==> src/rtl/door_pkg.sv <==
// door_pkg: state encoding and default timing for the door servo sequencer
package door_pkg;
    typedef enum logic [1:0] {
        ST_CLOSED    = 2'd0,
        ST_OPENING   = 2'd1,
        ST_OPEN_HOLD = 2'd2,
        ST_CLOSING   = 2'd3
    } state_t;
    localparam int FRAME_CYCLES_DEF = 2000000;
    localparam int MIN_PULSE_DEF    = 100000;
    localparam int TRAVEL_DEF       = 100000;
    localparam int STEP_DEF         = 500;
    localparam int HOLD_FRAMES_DEF  = 150;
    localparam int POS_W            = 18;
    localparam int CNT_W            = 21;
endpackage

==> src/rtl/door_sequencer_servo_pwm.sv <==
// servo_pwm: frame counter and registered pulse-width compare for the servo
module servo_pwm
    import door_pkg::*;
#(
    parameter int FRAME_CYCLES = FRAME_CYCLES_DEF,
    parameter int MIN_PULSE    = MIN_PULSE_DEF
) (
    input  logic             clk,
    input  logic             rst,
    input  logic [POS_W-1:0] pos_i,
    output logic             pwm_o,
    output logic             frame_tick_o
);
    logic [CNT_W-1:0] cnt_q, cnt_d;
    logic [POS_W-1:0] thr;
    logic             pwm_q, pwm_d;
    assign thr          = POS_W'(MIN_PULSE) + pos_i;
    assign frame_tick_o = cnt_q == CNT_W'(FRAME_CYCLES - 1);
    assign cnt_d        = frame_tick_o ? '0 : cnt_q + CNT_W'(1);
    assign pwm_d        = cnt_q < CNT_W'(thr);
    assign pwm_o        = pwm_q;
    // free-running frame counter and one-cycle-late pulse compare
    always_ff @(posedge clk) begin
        if (rst) begin
            cnt_q <= '0;
            pwm_q <= 1'b0;
        end else begin
            cnt_q <= cnt_d;
            pwm_q <= pwm_d;
        end
    end
endmodule

==> src/rtl/door_sequencer.sv <==
// door_sequencer: button/obstruction driven open-hold-close servo sequencer
module door_sequencer
    import door_pkg::*;
#(
    parameter int FRAME_CYCLES = FRAME_CYCLES_DEF,
    parameter int MIN_PULSE    = MIN_PULSE_DEF,
    parameter int TRAVEL       = TRAVEL_DEF,
    parameter int STEP         = STEP_DEF,
    parameter int HOLD_FRAMES  = HOLD_FRAMES_DEF
) (
    input  logic       clk,
    input  logic       rst,
    input  logic       btnL,
    input  logic       btnR,
    input  logic       obstruct,
    output logic       JA,
    output logic [1:0] state,
    output logic       busy
);
    localparam int HW = $clog2(HOLD_FRAMES + 1);
    localparam logic [POS_W-1:0] TRAVEL_P = POS_W'(TRAVEL);
    localparam logic [POS_W-1:0] STEP_P   = POS_W'(STEP);
    // bit 0/1 are the synchronizer stages, bit 2 the previous synced value for edge detect
    logic [2:0]       l_sync_q, r_sync_q;
    logic [1:0]       ob_sync_q;
    logic             open_req_q, open_req_d, close_req_q, close_req_d;
    logic             rise_l, rise_r, ob, tick;
    state_t           state_q, state_d;
    logic [POS_W-1:0] pos_q, pos_d, pos_up, pos_dn;
    logic [HW-1:0]    hold_q, hold_d;
    assign rise_l      = l_sync_q[1] & ~l_sync_q[2];
    assign rise_r      = r_sync_q[1] & ~r_sync_q[2];
    assign ob          = ob_sync_q[1];
    assign open_req_d  = tick ? rise_l : (open_req_q | rise_l);
    assign close_req_d = tick ? rise_r : (close_req_q | rise_r);
    assign pos_up      = (pos_q + STEP_P >= TRAVEL_P) ? TRAVEL_P : pos_q + STEP_P;
    assign pos_dn      = (pos_q <= STEP_P) ? '0 : pos_q - STEP_P;
    assign state       = state_q;
    assign busy        = (state_q == ST_OPENING) || (state_q == ST_CLOSING);
    servo_pwm #(
        .FRAME_CYCLES(FRAME_CYCLES),
        .MIN_PULSE   (MIN_PULSE)
    ) u_pwm (
        .clk         (clk),
        .rst         (rst),
        .pos_i       (pos_q),
        .pwm_o       (JA),
        .frame_tick_o(tick)
    );
    // input synchronizers and sticky request flags, cleared each frame tick
    always_ff @(posedge clk) begin
        if (rst) begin
            l_sync_q    <= '0;
            r_sync_q    <= '0;
            ob_sync_q   <= '0;
            open_req_q  <= 1'b0;
            close_req_q <= 1'b0;
        end else begin
            l_sync_q    <= {l_sync_q[1:0], btnL};
            r_sync_q    <= {r_sync_q[1:0], btnR};
            ob_sync_q   <= {ob_sync_q[0], obstruct};
            open_req_q  <= open_req_d;
            close_req_q <= close_req_d;
        end
    end
    // state, position and hold-counter registers
    always_ff @(posedge clk) begin
        if (rst) begin
            state_q <= ST_CLOSED;
            pos_q   <= '0;
            hold_q  <= '0;
        end else begin
            state_q <= state_d;
            pos_q   <= pos_d;
            hold_q  <= hold_d;
        end
    end
    // next state: frame-tick transitions, plus the immediate obstruction reversal while closing
    always_comb begin
        state_d = state_q;
        pos_d   = pos_q;
        hold_d  = hold_q;
        case (state_q)
            ST_CLOSED: begin
                if (tick && open_req_q) state_d = ST_OPENING;
            end
            ST_OPENING: begin
                if (tick) begin
                    pos_d  = pos_up;
                    hold_d = '0;
                    if (pos_up == TRAVEL_P) state_d = ST_OPEN_HOLD;
                end
            end
            ST_OPEN_HOLD: begin
                if (tick) begin
                    if (ob || open_req_q) hold_d = '0;
                    else if (close_req_q || hold_q == HW'(HOLD_FRAMES - 1)) state_d = ST_CLOSING;
                    else hold_d = hold_q + HW'(1);
                end
            end
            ST_CLOSING: begin
                if (ob) state_d = ST_OPENING;
                else if (tick) begin
                    if (open_req_q) state_d = ST_OPENING;
                    else begin
                        pos_d = pos_dn;
                        if (pos_dn == '0) state_d = ST_CLOSED;
                    end
                end
            end
            default: state_d = ST_CLOSED;
        endcase
    end
endmodule

==> config.mk <==
export PLATFORM = sky130hd
export DESIGN_NAME = door_sequencer
export DESIGN_NICKNAME = d
export VERILOG_FILES = /design/src/rtl/door_pkg.sv /design/src/rtl/door_sequencer_servo_pwm.sv /design/src/rtl/door_sequencer.sv
export SDC_FILE = /design/constraint.sdc
export NUM_CORES = 1
export LEC_CHECK = 0
export CORE_MARGIN = 4
export CORE_UTILIZATION = 40
export CTS_BUF_LIST = sky130_fd_sc_hd__clkbuf_8
export CTS_CLUSTER_SIZE = 40
export DETAILED_ROUTE_END_ITERATION = 10
export HOLD_SLACK_MARGIN = 0.03
export SLEW_MARGIN = 20
export SYNTH_ARGS = -nofsm -noshare
export SYNTH_HDL_FRONTEND = slang
export SYNTH_SLANG_ARGS = --single-unit
==> constraint.sdc <==
create_clock -name clk -period 2.9 [get_ports clk]
set_input_delay 0.58 -clock clk [delete_from_list [all_inputs] [get_ports clk]]
set_output_delay 0.58 -clock clk [all_outputs]
set_load 0.05 [all_outputs]
==> results of run 1 <==
-- through the flow --
stage               hold WS (ps)  cells
finish                       444    724
CTS                          443    722
detailed placement           427    706
global placement             420    706
global route                 464    724
floorplan                    414    545
-- cell usage in the layout (no fill, tap or decap), types with 5 or more instances in the layout --
master and n:
buf_4 51, or3_1 7, nor2b_1 13, nor4_1 6, nor2_1 54, dfxtp_1 56, nand2_1 53, a21oi_1 35
ha_1 31, o21ai_0 23, clkbuf_8 11, xor2_1 28, clkdlybuf4s50_1 8, nor3_1 17, nand3_1 17, and3_1 5
a21o_1 9, inv_1 17, nand4_1 16, a31oi_1 10, nand2b_1 6, a211oi_1 7, xnor2_1 19
-- state kept, by name (all words and copies together) (netlist names) --
signal	count
close_req_q	1
hold_q	8
l_sync_q	3
ob_sync_q	2
open_req_q	1
pos_q	18
r_sync_q	3
state	2
u_pwm.cnt_q	21
u_pwm.pwm_o	1
-- cell families after synthesis --
family	after synthesis	synth area share
AOI/OAI and AO/OA	128	0.199
xor gates and xnor gates	47	0.0971
adders and majority gates	31	0.0915
buffers and inverters	50	0.0457
DFF	60	0.283
muxes	1	0.00236
and+or+nand+nor	228	0.281
-- critical path: cells and delay by family (launching register included) --
| family | cells | cell delay, ps |
|---|---|---|
| adder cells (fa/ha/maj) | 1 | 260 |
| buffers and inverters | 2 | 840 |
| flip-flops | 1 | 450 |
| AND/OR/NAND/NOR | 1 | 340 |
-- Yosys cell counts (all sizes together), types with 16 or more instances --
cell / n / area (um2)
ha: 31 / 388
clkbuf: 25 / 93.8
nand4: 16 / 100
dfxtp: 60 / 1200
inv: 18 / 67.6
a21oi: 35 / 175
o21ai: 24 / 120
nand3: 17 / 85.1
nor2: 54 / 203
xor2: 28 / 245
xnor2: 19 / 166
nand2: 54 / 205
nor3: 17 / 85.1
-- final cells by class --
class | instances | area (um2) | area share
multi-input cells | 435 | 2870 | 0.573
clock inverters | 4 | 72.6 | 0.0145
well taps | 136 | 170 | 0.0340
flip-flops and latches | 60 | 1210 | 0.241
inverters | 19 | 71.3 | 0.0143
repair buffers | 59 | 463 | 0.0925
clock buffers | 11 | 151 | 0.0303
-- power by group through the flow --
stage	clock network [W]	logic (W)	registers, W
final	0.000877	0.000266	0.000871
after global routing	0.000931	0.000294	0.000874
after CTS	0.000892	0.000260	0.000871
after detailed placement	0	0.000254	0.000890
after global placement	0	0.000250	0.000889
after floorplan	0	0.000173	0.000894
-- what timing repair did --
action                                  CTS  global route
resized for setup                         4             5
endpoints found under the setup margin    2             4
pin swaps                                 6             9
setup buffers                             1             2
-- worst max-delay path by stage --
stage / from / endpoint / slack (ps) / cells after the start
after floorplan: pos_q[5] / pos_q[6] / 20 / 11
after global placement: u_pwm.cnt_q[7] / state[1] / -7 / 8
after detailed placement: u_pwm.cnt_q[7] / state[1] / -130 / 8
after CTS: u_pwm.cnt_q[8] / state[1] / -5 / 8
after global routing: u_pwm.cnt_q[7] / state[1] / -60 / 8
final: state[1] / busy / 90 / 4
-- metal layers --
metal  up-vias  global-route usage  wire length, um
met5         -                   0                0
met4         0              0.0772              332
met3        26              0.0448              633
met2       125               0.297             5090
met1      1916               0.273             5650
li1       2054                   -                -
==> key figures, run 1 <==
Power and ir drop
  • Max VDD drop: 0.419 mV
  • Psw: 0.000540 W
  • Pwr dens: 403 nW/um2
  • Seq pwr share: 0.432
  • Switch share: 0.268
  • Combinational share of power: 0.132
  • Clock share of power: 0.436
  • Int Pwr: 0.00147 W
  • Static leakage: 1.92 nW
  • Total power: 0.00201 W

Clocking
  • Maximum clock path buffer count: 2
  • Num CTS Buffers: 9
  • CTS tree: yes
  • Root Driver: clkbuf_8
  • Clk sinks: 60
  • Hold_buf cts: 0
  • CTS H-tree lvls: 3
  • Clk Latency, worst-skew pair: 350 ps
  • CTS clk-pin slew, worst paths: 70 ps

Detailed routing
  • Detailed-route wire length per cell: 16.2 um
  • Wirelength, routed: 11,700 um
  • DRT iter0 DRCs: 297
  • Post-DR vias/cell: 5.69
  • Via Count: 4,121
  • DRT Pass-1 Iters: 6
  • Antenna viol nets, final: 0
  • Drc violations: 0

Worst hold path
  • Hold path cells: 1
  • HP Class: reg -> reg
  • HP Start: ob_sync_q[0]
  • Hold EP: ob_sync_q[1]

Logic synthesis
  • Syn Inst Count: 545
  • Syn Nets: 581
  • Avg Cell Area, Syn: 7.78 um2
  • Synth Flop Type: dfxtp_1
  • Post-synth EDFFs: 0
  • Cell area after synthesis: 4240 um2
  • Ys Warns: 0
  • Synth cell types: 66
  • Ys async rst share: 0
  • Sequential element share of the synthesized area: 0.283
  • #FFs+latches synth: 60

Critical path
  • CP arrival: 2230 ps
  • Critical R2R Capture: state[1]
  • Worst reg-to-reg path cell count: 8
  • Critical path cell sequence: inv_1 > ha_1 > or2_2 > clkdlybuf4s50_1
  • Slowest stage cell, crit path: clkdlybuf4s50_1
  • CP max stage delay: 720 ps
  • Worst setup EP type: output port
  • Critical Path Start Type: flip-flop
  • RR Startpoint: u_pwm.cnt_q[7]
  • Worst R2R Setup Slack: 110 ps
  • Crit path kind: reg -> out
  • Worst-path fanout max: 6
  • Worst Path Required: 2320 ps

GRT
  • GR Util All Layers: 0.197
  • Largest net degree at the start of global routing: 27
  • First-pass GRT wire length: 19,900 um
  • Initial antenna violation count: 0
  • GRT overflow: 0
  • Vias in the first global route: 3,913

Placement
  • Worst slack, placed: -126 ps
  • Placed instance area: 4730 um2
  • GPL Wtd Cong: 0.899
  • HPWL after DPL: 8650 um
  • Number of I/O port buffers: 8

Final layout
  • Ant diodes: 0
  • Layout cell share with drive strength beyond 1: 0.156
  • Final net count: 620
  • Cell area after layout: 5000 um2
  • Core Util, Final: 0.485
  • Fill count: 1,004
  • Synth-to-layout area growth: 18.0%

STA
  • RSZ-0062 raised after global routing: yes
  • Relative slew margins: 0.582
  • Final min period: 2810 ps
  • Final worst slack: 89.2 ps
  • Final Setup Violations: 0
  • Least-Margin Pin Slew: 626 ps
  • Fmax: 356 MHz
  • Post-Route Skew: 13.0 ps
  • Max-slew violation count: 0
  • Final hold vios: 0
  • Total negative slack: 0 ps
  • Final period utilization: 0.969

Floorplan
  • Full die area: 12,300 um2
  • Die Height: 111 um
  • Core area: 10,300 um2
  • DIE WIDTH: 111 um
  • IO Pins: 9
  • Initial core utilization: 0.411
  • Row count: 37

Outcome
  • Outcome: completed

Flow run
  • Max_cap viols: 0
(Power assumes the default switching activity.)
==> run 2, diff against run 1 <==
- clock period: 2.9 -> 3.5 ns (I/O delays scaled with it)
==> run 2 against run 1 <==
Core utilization is 3.1 points lower. Non-clock buffer count shrank 33. Clock-buffer cell count unchanged. Via count down 2.3%. Die area did not move. Hold slack better by 3.2 ps. Sequential power shrank 18%. First-iteration DRC count shrank 7.7%. Combinational power fell by 18%. Critical path type is now reg -> reg. Critical endpoint is now state[1]. Largest cell class unchanged.
==> key figures, run 2 (same netlist as run 1, synthesis figures left out) <==
Final layout
  • Footprint of the multi-input gates: 2850 um2
  • Register name with the most flops: u_pwm.cnt_q
  • Final net count: 587
  • Number of flip-flops in the largest register: 21
  • Ant diodes: 0
  • Most common cell after layout, fill and taps aside: dfxtp_1
  • Synth-to-layout area growth: 10.4%
  • Layout cell share with drive strength beyond 1: 0.0937
  • Reg area: 1200 um2
  • Core Util, Final: 0.453
  • Fill count: 1,052
  • Biggest regs: u_pwm.cnt_q x21, pos_q x18, hold_q x8
  • Commonest non-fill, non-tap cells in the layout: 60 x dfxtp_1, 54 x nor2_1, 53 x nand2_1, 35 x a21oi_1, 31 x ha_1

Power and ir drop
  • Int Pwr: 0.00107 W
  • Static leakage: 1.71 nW
  • Max VDD drop: 0.237 mV
  • Pwr dens: 326 nW/um2
  • Combinational share of power: 0.143
  • Clock share of power: 0.387
  • Psw: 0.000455 W
  • Seq pwr share: 0.470
  • Switch share: 0.299

STA
  • Final worst slack: 169 ps
  • Final hold vios: 0
  • Least-Margin Pin Slew: 665 ps
  • Relative slew margins: 0.553
  • Final period utilization: 0.952
  • Post-Route Skew: 16.7 ps
  • Fmax: 300 MHz
  • Total negative slack: 0 ps
  • Final min period: 3330 ps
  • Max-slew violation count: 0
  • Final Setup Violations: 0
  • RSZ-0062 raised after global routing: no

Clocking
  • CTS clk-pin slew, worst paths: 80 ps
  • Root Driver: clkbuf_8
  • CTS H-tree lvls: 3
  • Clk sinks: 60
  • Hold_buf cts: 0
  • CTS tree: yes
  • Num CTS Buffers: 9
  • Maximum clock path buffer count: 2
  • Number of post-CTS setup repair buffers: 0
  • Clk Latency, worst-skew pair: 360 ps

Critical path
  • Critical Path Start Type: flip-flop
  • CP arrival: 3630 ps
  • Critical path cell sequence: inv_2 > ha_1 > and4b_1 > nor2b_2 > a211oi_1 > or4b_1 > nor4_1 > o211ai_1 > or3b_1 > a21oi_1
  • Crit path kind: reg -> reg
  • Slowest stage cell, crit path: or4b_1
  • Worst-path fanout max: 8
  • CP max stage delay: 490 ps
  • Crit path buffers/inverters: 1
  • Worst Path Required: 3800 ps
  • Worst setup EP type: flip-flop
  • Crit-path leading delay family: simple AND/OR/NAND/NOR gates

Floorplan
  • Initial core utilization: 0.411
  • Full die area: 12,300 um2
  • Row count: 37
  • Core area: 10,300 um2
  • DIE WIDTH: 111 um
  • Die Height: 111 um
  • IO Pins: 9

Detailed routing
  • DRT Pass-1 Iters: 7
  • DRT iter0 DRCs: 274
  • Detailed-route wire length per cell: 16.9 um
  • Wirelength, routed: 11,700 um
  • Via Count: 4,025
  • Post-DR vias/cell: 5.82
  • Drc violations: 0
  • Antenna viol nets, final: 0

Flow run
  • Max_cap viols: 0

GRT
  • Largest net degree at the start of global routing: 27
  • GRT overflow: 0
  • Initial antenna violation count: 0
  • GR Util All Layers: 0.194
  • First-pass GRT wire length: 19,600 um
  • Vias in the first global route: 3,903

Worst hold path
  • HP Class: reg -> reg

Placement
  • Worst slack, placed: 222 ps
  • GPL Wtd Cong: 0.992
  • HPWL after DPL: 8400 um
  • Number of I/O port buffers: 8

Outcome
  • Outcome: completed
-- run 2: layout make-up --
class,instances,area share
Clock buffer,11,0.0323
Timing Repair Buffer,26,0.0460
Inverter,19,0.0152
Clock inverter,4,0.00535
Tap cell,136,0.0364
Multi-Input combinational cell,435,0.608
Sequential cell,60,0.257
-- run 2: per-stage QoR --
stage	instance area, um2	hold slack (ps)	std cells	power (W)
finish	4680	447	691	0.00152
global route	4680	455	691	0.00159
CTS	4680	452	691	0.00154
detailed placement	4500	429	676	0.000946
global placement	4500	421	676	0.000944
floorplan	4240	414	545	0.000884
-- run 2: routing by layer --
layer	part of all wire	global-route usage
met1	0.48	0.270
met2	0.42	0.281
met3	0.066	0.0404
met4	0.033	0.0985
met5	0	0
-- run 2: what timing repair did --
item,CTS,global route
hold endpoints to repair,0,0
gates resized for setup,0,1
endpoints found under the setup margin,0,2
-- run 2: final timing paths --
kind	start	end	slack, ps	depth (start not counted)
max	pos_q[2]	state[1]	170	10
min	ob_sync_q[0]	ob_sync_q[1]	450	1
max reg2reg	pos_q[2]	state[1]	170	10
min reg2reg	ob_sync_q[0]	ob_sync_q[1]	450	1
-- run 2: power groups by stage --
stage	clock, W	combinational [W]	sequential [W]
floorplan	0	0.000143	0.000741
global placement	0	0.000213	0.000731
detailed placement	0	0.000214	0.000732
CTS	0.000605	0.000216	0.000716
global route	0.000632	0.000239	0.000719
finish	0.000590	0.000218	0.000717
==> RTL edit 1: new RTL, settings of run 1 <==
The package constant `CNT_W` goes from 21 to 19.
--- a/src/rtl/door_pkg.sv
+++ b/src/rtl/door_pkg.sv
@@ -13,5 +13,5 @@
     localparam int HOLD_FRAMES_DEF  = 150;
     localparam int POS_W            = 18;
-    localparam int CNT_W            = 21;
+    localparam int CNT_W            = 19;
 endpackage
 
Formal check against the unedited RTL: no difference found for any inputs over 10 cycles, from zero or initial values and one cycle with rst high; that may be too few to reach the edited logic, so the function may still have changed.
==> RTL edit 1 against run 1 <==
- count of clock-buffer cells in the layout down 2
- worst setup slack improved by 0.094 ns
- worst hold slack worse by 0.0024 ns
- sequential cell count shrank 2
- area after synthesis about the same
- global-route usage down 0.52 points
- final cell count decreased by 3.3%
- total power decreased by 1.6%
- register-to-register slack improved by 0.09 ns
- wire length is 0.91% lower
- combinational power decreased by 2%
- sequential share of layout area fell by 0.070 points
- cell area decreased by 3.4%
- fmax up 3.5%
==> RTL edit 1: results <==
group,metric,value,unit
logic_synthesis,synth_cell_types,70,
final_layout,reg.largest.list,"u_pwm.cnt_q: 19 flops, pos_q: 18 flops, hold_q: 8 flops",
placed_design,hpwl,8640,um
timing,slew_headroom,60.3,%
detailed_routing,routed_via_density,5.75,
logic_synthesis,synth.area.top_cells,"dfxtp_1 (27%), ha_1 (9.1%), nor2_1 (4.9%)",
pwr,irDropWorstVdd,0.256,mV
detailed_routing,routed_wl,11600,um
global_route,grt_pass1_wl,19500,um
final_layout,layout-drive-gt1-share,12.2,%
worst_setup_path,worst-r2r-cell-count,10,
worst_setup_path,cpPeakStageDelay,0.70,ns
logic_synthesis,yosys-top-cells-count,"dfxtp_1 (58), nor2_1 (55), nand2_1 (37)",
worst_setup_path,rrSetupSlack,0.20,ns
logic_synthesis,yosysSeqAreaShare,27.4,%
final_layout,fin_nets,595,
run_status,status,"complete, no violations",
global_route,grt_antenna_before_repair,0,
worst_setup_path,worst_r2r_endpoint,"u_pwm.pwm_o$_SDFF_PP0_",
final_layout,fillers,1038,
placed_design,place_area,4580,um^2
hold_path,hold_start,"l_sync_q[0]$_SDFF_PP0_",
global_route,first_global_vias,3863,
worst_setup_path,r2r-start,"pos_q[7]$_SDFFE_PP0P_",
detailed_routing,firstDrtPassIters,5,
timing,fin_worst_skew,0.0157,ns
logic_synthesis,syn-num-nets,578,
detailed_routing,drt-initial-drc-count,225,
global_route,track_usage,19.2,%
pwr,p_leak,0.00185,uW
clocking,root_buffer,"clkbuf_8",
clocking,post_cts_resize_count,0,
hold_path,min_to,"l_sync_q[1]$_SDFF_PP0_",
[RTL edit 1: area by class of cell]
class / count / share of cell area (%)
clock inverters: 7 / 2.10
well taps: 136 / 3.52
clock buffers: 9 / 2.56
flip-flops and latches: 58 / 24.0
multi-input cells: 429 / 59.5
inverters: 21 / 1.63
repair buffers: 40 / 6.63
[RTL edit 1: per-layer routing]
metal | global-route usage [%] | part of all wire, % | up-vias
met5 | 0 | 0 | -
met4 | 8.46 | 2.5 | 0
met3 | 3.66 | 5.0 | 22
met2 | 30.3 | 46 | 99
met1 | 25.5 | 46 | 1906
li1 | - | - | 2001
[RTL edit 1: power groups by stage]
stage                     Sequential (uW)  Clock, uW  Combinational [uW]
after global placement                853          0                 258
after detailed placement              854          0                 259
after CTS                             835        912                 261
after global routing                  839        947                 288
final                                 835        886                 260
after floorplan                       868          0                 171
[RTL edit 1: logic make-up (layout without fill, tap and decap cells)]
| family | after synthesis | in the layout | synth area share (%) |
|---|---|---|---|
| buffers and inverters | 55 | 77 | 5.34 |
| muxes | 7 | 7 | 1.68 |
| DFF | 58 | 58 | 27.4 |
| xor gates and xnor gates | 34 | 34 | 7.02 |
| and+or+nand+nor | 207 | 207 | 25.2 |
| AOI/OAI and AO/OA | 150 | 150 | 24.3 |
| adders and majority gates | 31 | 31 | 9.15 |
[RTL edit 1: stage by stage]
| stage | power, uW | setup slack, ns | util, % | hold slack [ns] | std cells |
|---|---|---|---|---|---|
| 6_report | 1980 | 0.183 | 46.8 | 0.442 | 700 |
| 5_1_grt | 2070 | 0.00196 | 46.8 | 0.473 | 700 |
| 4_1_cts | 2010 | 0.138 | 46.6 | 0.444 | 700 |
| 3_5_place_dp | 1110 | 0.143 | 44.4 | 0.425 | 684 |
| 3_3_place_gp | 1110 | 0.147 | 44.4 | 0.421 | 684 |
| 2_1_floorplan | 1040 | 0.0368 | - | 0.414 | 542 |
[RTL edit 1: how the worst max path moves through the flow]
| stage | end | cells past startpoint |
|---|---|---|
| after detailed placement | u_pwm.pwm_o$_SDFF_PP0_ | 11 |
| final | busy | 4 |
| after global routing | pos_q[13]$_SDFFE_PP0P_ | 11 |
| after CTS | u_pwm.pwm_o$_SDFF_PP0_ | 11 |
| after floorplan | pos_q[13]$_SDFFE_PP0P_ | 11 |
| after global placement | u_pwm.pwm_o$_SDFF_PP0_ | 11 |
[RTL edit 1: worst register-to-register path, delay by kind of cell, from the launching register on]
family	cells	cell delay [ns]
compound gates	7	1.57
flops	1	0.50
xor+xnor	1	0.15
simple gates	1	0.14
fa+ha+maj	1	0.28
==> RTL edit 2: new RTL, flow settings as in run 1 <==
Made on the original files. Add an input register stage for `btnL`, `btnR` and `obstruct`, cleared by the reset; this delays them by one clock.
--- a/src/rtl/door_sequencer.sv
+++ b/src/rtl/door_sequencer.sv
@@ -21,4 +21,20 @@
     localparam logic [POS_W-1:0] TRAVEL_P = POS_W'(TRAVEL);
     localparam logic [POS_W-1:0] STEP_P   = POS_W'(STEP);
+
+    logic btnL_q;
+    logic btnR_q;
+    logic obstruct_q;
+
+    always_ff @(posedge clk) begin
+        if (rst) begin
+            btnL_q     <= '0;
+            btnR_q     <= '0;
+            obstruct_q <= '0;
+        end else begin
+            btnL_q     <= btnL;
+            btnR_q     <= btnR;
+            obstruct_q <= obstruct;
+        end
+    end
     // bit 0/1 are the synchronizer stages, bit 2 the previous synced value for edge detect
     logic [2:0]       l_sync_q, r_sync_q;
@@ -57,7 +73,7 @@
             close_req_q <= 1'b0;
         end else begin
-            l_sync_q    <= {l_sync_q[1:0], btnL};
-            r_sync_q    <= {r_sync_q[1:0], btnR};
-            ob_sync_q   <= {ob_sync_q[0], obstruct};
+            l_sync_q    <= {l_sync_q[1:0], btnL_q};
+            r_sync_q    <= {r_sync_q[1:0], btnR_q};
+            ob_sync_q   <= {ob_sync_q[0], obstruct_q};
             open_req_q  <= open_req_d;
             close_req_q <= close_req_d;
Behaviour: same outputs for any inputs over 10 cycles, from zero or initial values and one cycle with rst high; that may be too few to reach the edited logic, so the function may still have changed.
==> RTL edit 2 against run 1 <==
- cell area increased by 2.2%
- area after synthesis grew 4.2%
- worst setup slack better by 0.056 ns
- wire length decreased by 2.7%
- total power is 1.6% lower
- critical path depth rose by 6
- sequential cell count increased by 3
- critical endpoint is now state[0]$_SDFFE_PP0P_
- first-iteration DRC count up 15%
- via count decreased by 1.0%
==> RTL edit 2: results <==
group,metric,value,unit
final_layout,seq_area_share,24.7,%
timing,max_freq,363,MHz
run_status,status,"complete, no violations",
worst_setup_path,worst-r2r-cell-count,10,
logic_synthesis,synth_cell_types,65,
logic_synthesis,synthAdderAreaFrac,8.78,%
global_route,track_usage,19.0,%
timing,hold_ws,0.446,ns
final_layout,fin_cells,728,
logic_synthesis,syn-cell-area,4420,um^2
worst_setup_path,critPathArrivalTime,3.02,ns
placed_design,gp_congestion,0.947,
worst_setup_path,crit_type,"flop to flop",
placed_design,hpwl,8660,um
worst_setup_path,r2r-start,"pos_q[2]$_SDFFE_PP0P_",
detailed_routing,routed_wl,11400,um
detailed_routing,drt-initial-drc-count,342,
hold_path,hold_start,"obstruct_q$_SDFF_PP0_",
clocking,post_cts_buffers,0,
global_route,grt_pass1_wl,19900,um
worst_setup_path,rrSetupSlack,0.15,ns
final_layout,layout-area-overhead-vs-synth,15.7,%
pwr,seq-power,908,uW
logic_synthesis,yosys-top-cells-count,"dfxtp_1 (63), nor2_1 (53), nand2_1 (44)",
placed_design,place_area,4880,um^2
final_layout,fillers,1067,
final_layout,n_all_buffers,54,
placed_design,pre_cts_slack,-0.00321,ns
logic_synthesis,synth_seq_cells,63,
worst_setup_path,worst_r2r_endpoint,"state[0]$_SDFFE_PP0P_",
final_layout,multi_input_gates,436,
final_layout,clock_tree_area_fraction,3.82,%
final_layout,layout-drive-gt1-share,15.0,%
logic_synthesis,synthMuxAreaShare,0.680,%
detailed_routing,routed_via_density,5.60,
logic_synthesis,synth_xor_xnor_area_share,9.12,%
detailed_routing,firstDrtPassIters,5,
final_layout,multi_input_area_share,58.1,%
pwr,power_density,388,nW/um^2
timing,fin_worst_skew,0.0110,ns
final_layout,fin_nets,619,
logic_synthesis,avgSynthCellArea,8.06,um^2
logic_synthesis,synth-compound-area-share,20.4,%
timing,slew_headroom,64.8,%
global_route,grt_start_max_net_pins,31,
worst_setup_path,path_max_fanout,5,
==> RTL edit 2: cell families after synthesis <==
| kind of cell | after synthesis |
|---|---|
| simple gates | 225 |
| compound gates | 131 |
| flops | 63 |
| buf+inv | 49 |
| xor+xnor | 46 |
| fa+ha+maj | 31 |
| mux | 3 |
==> RTL edit 2: timing repair <==
item / CTS / global route
endpoints found under the setup margin: 1 / 3
resized for setup: 1 / 6
pin swaps: 0 / 1
==> RTL edit 2: layer usage <==
metal  track usage [%]  vias up  routed length [um]
met5                 0        -                   0
met4              8.25        0                 384
met3              3.64       30                 545
met2              30.2      103                5010
met1              25.3     1908                5440
li1                  -     2037                   -
==> RTL edit 2: worst max-delay path: stages, from the launching register on <==
cell	delay, ns
dfxtp_1	0.36
inv_1	0.09
ha_2	0.21
and4b_4	0.23
a2111oi_4	0.33
xor2_1	0.11
or4_4	0.55
o31ai_4	0.25
o211ai_2	0.14
o21bai_1	0.18
a211oi_1	0.21
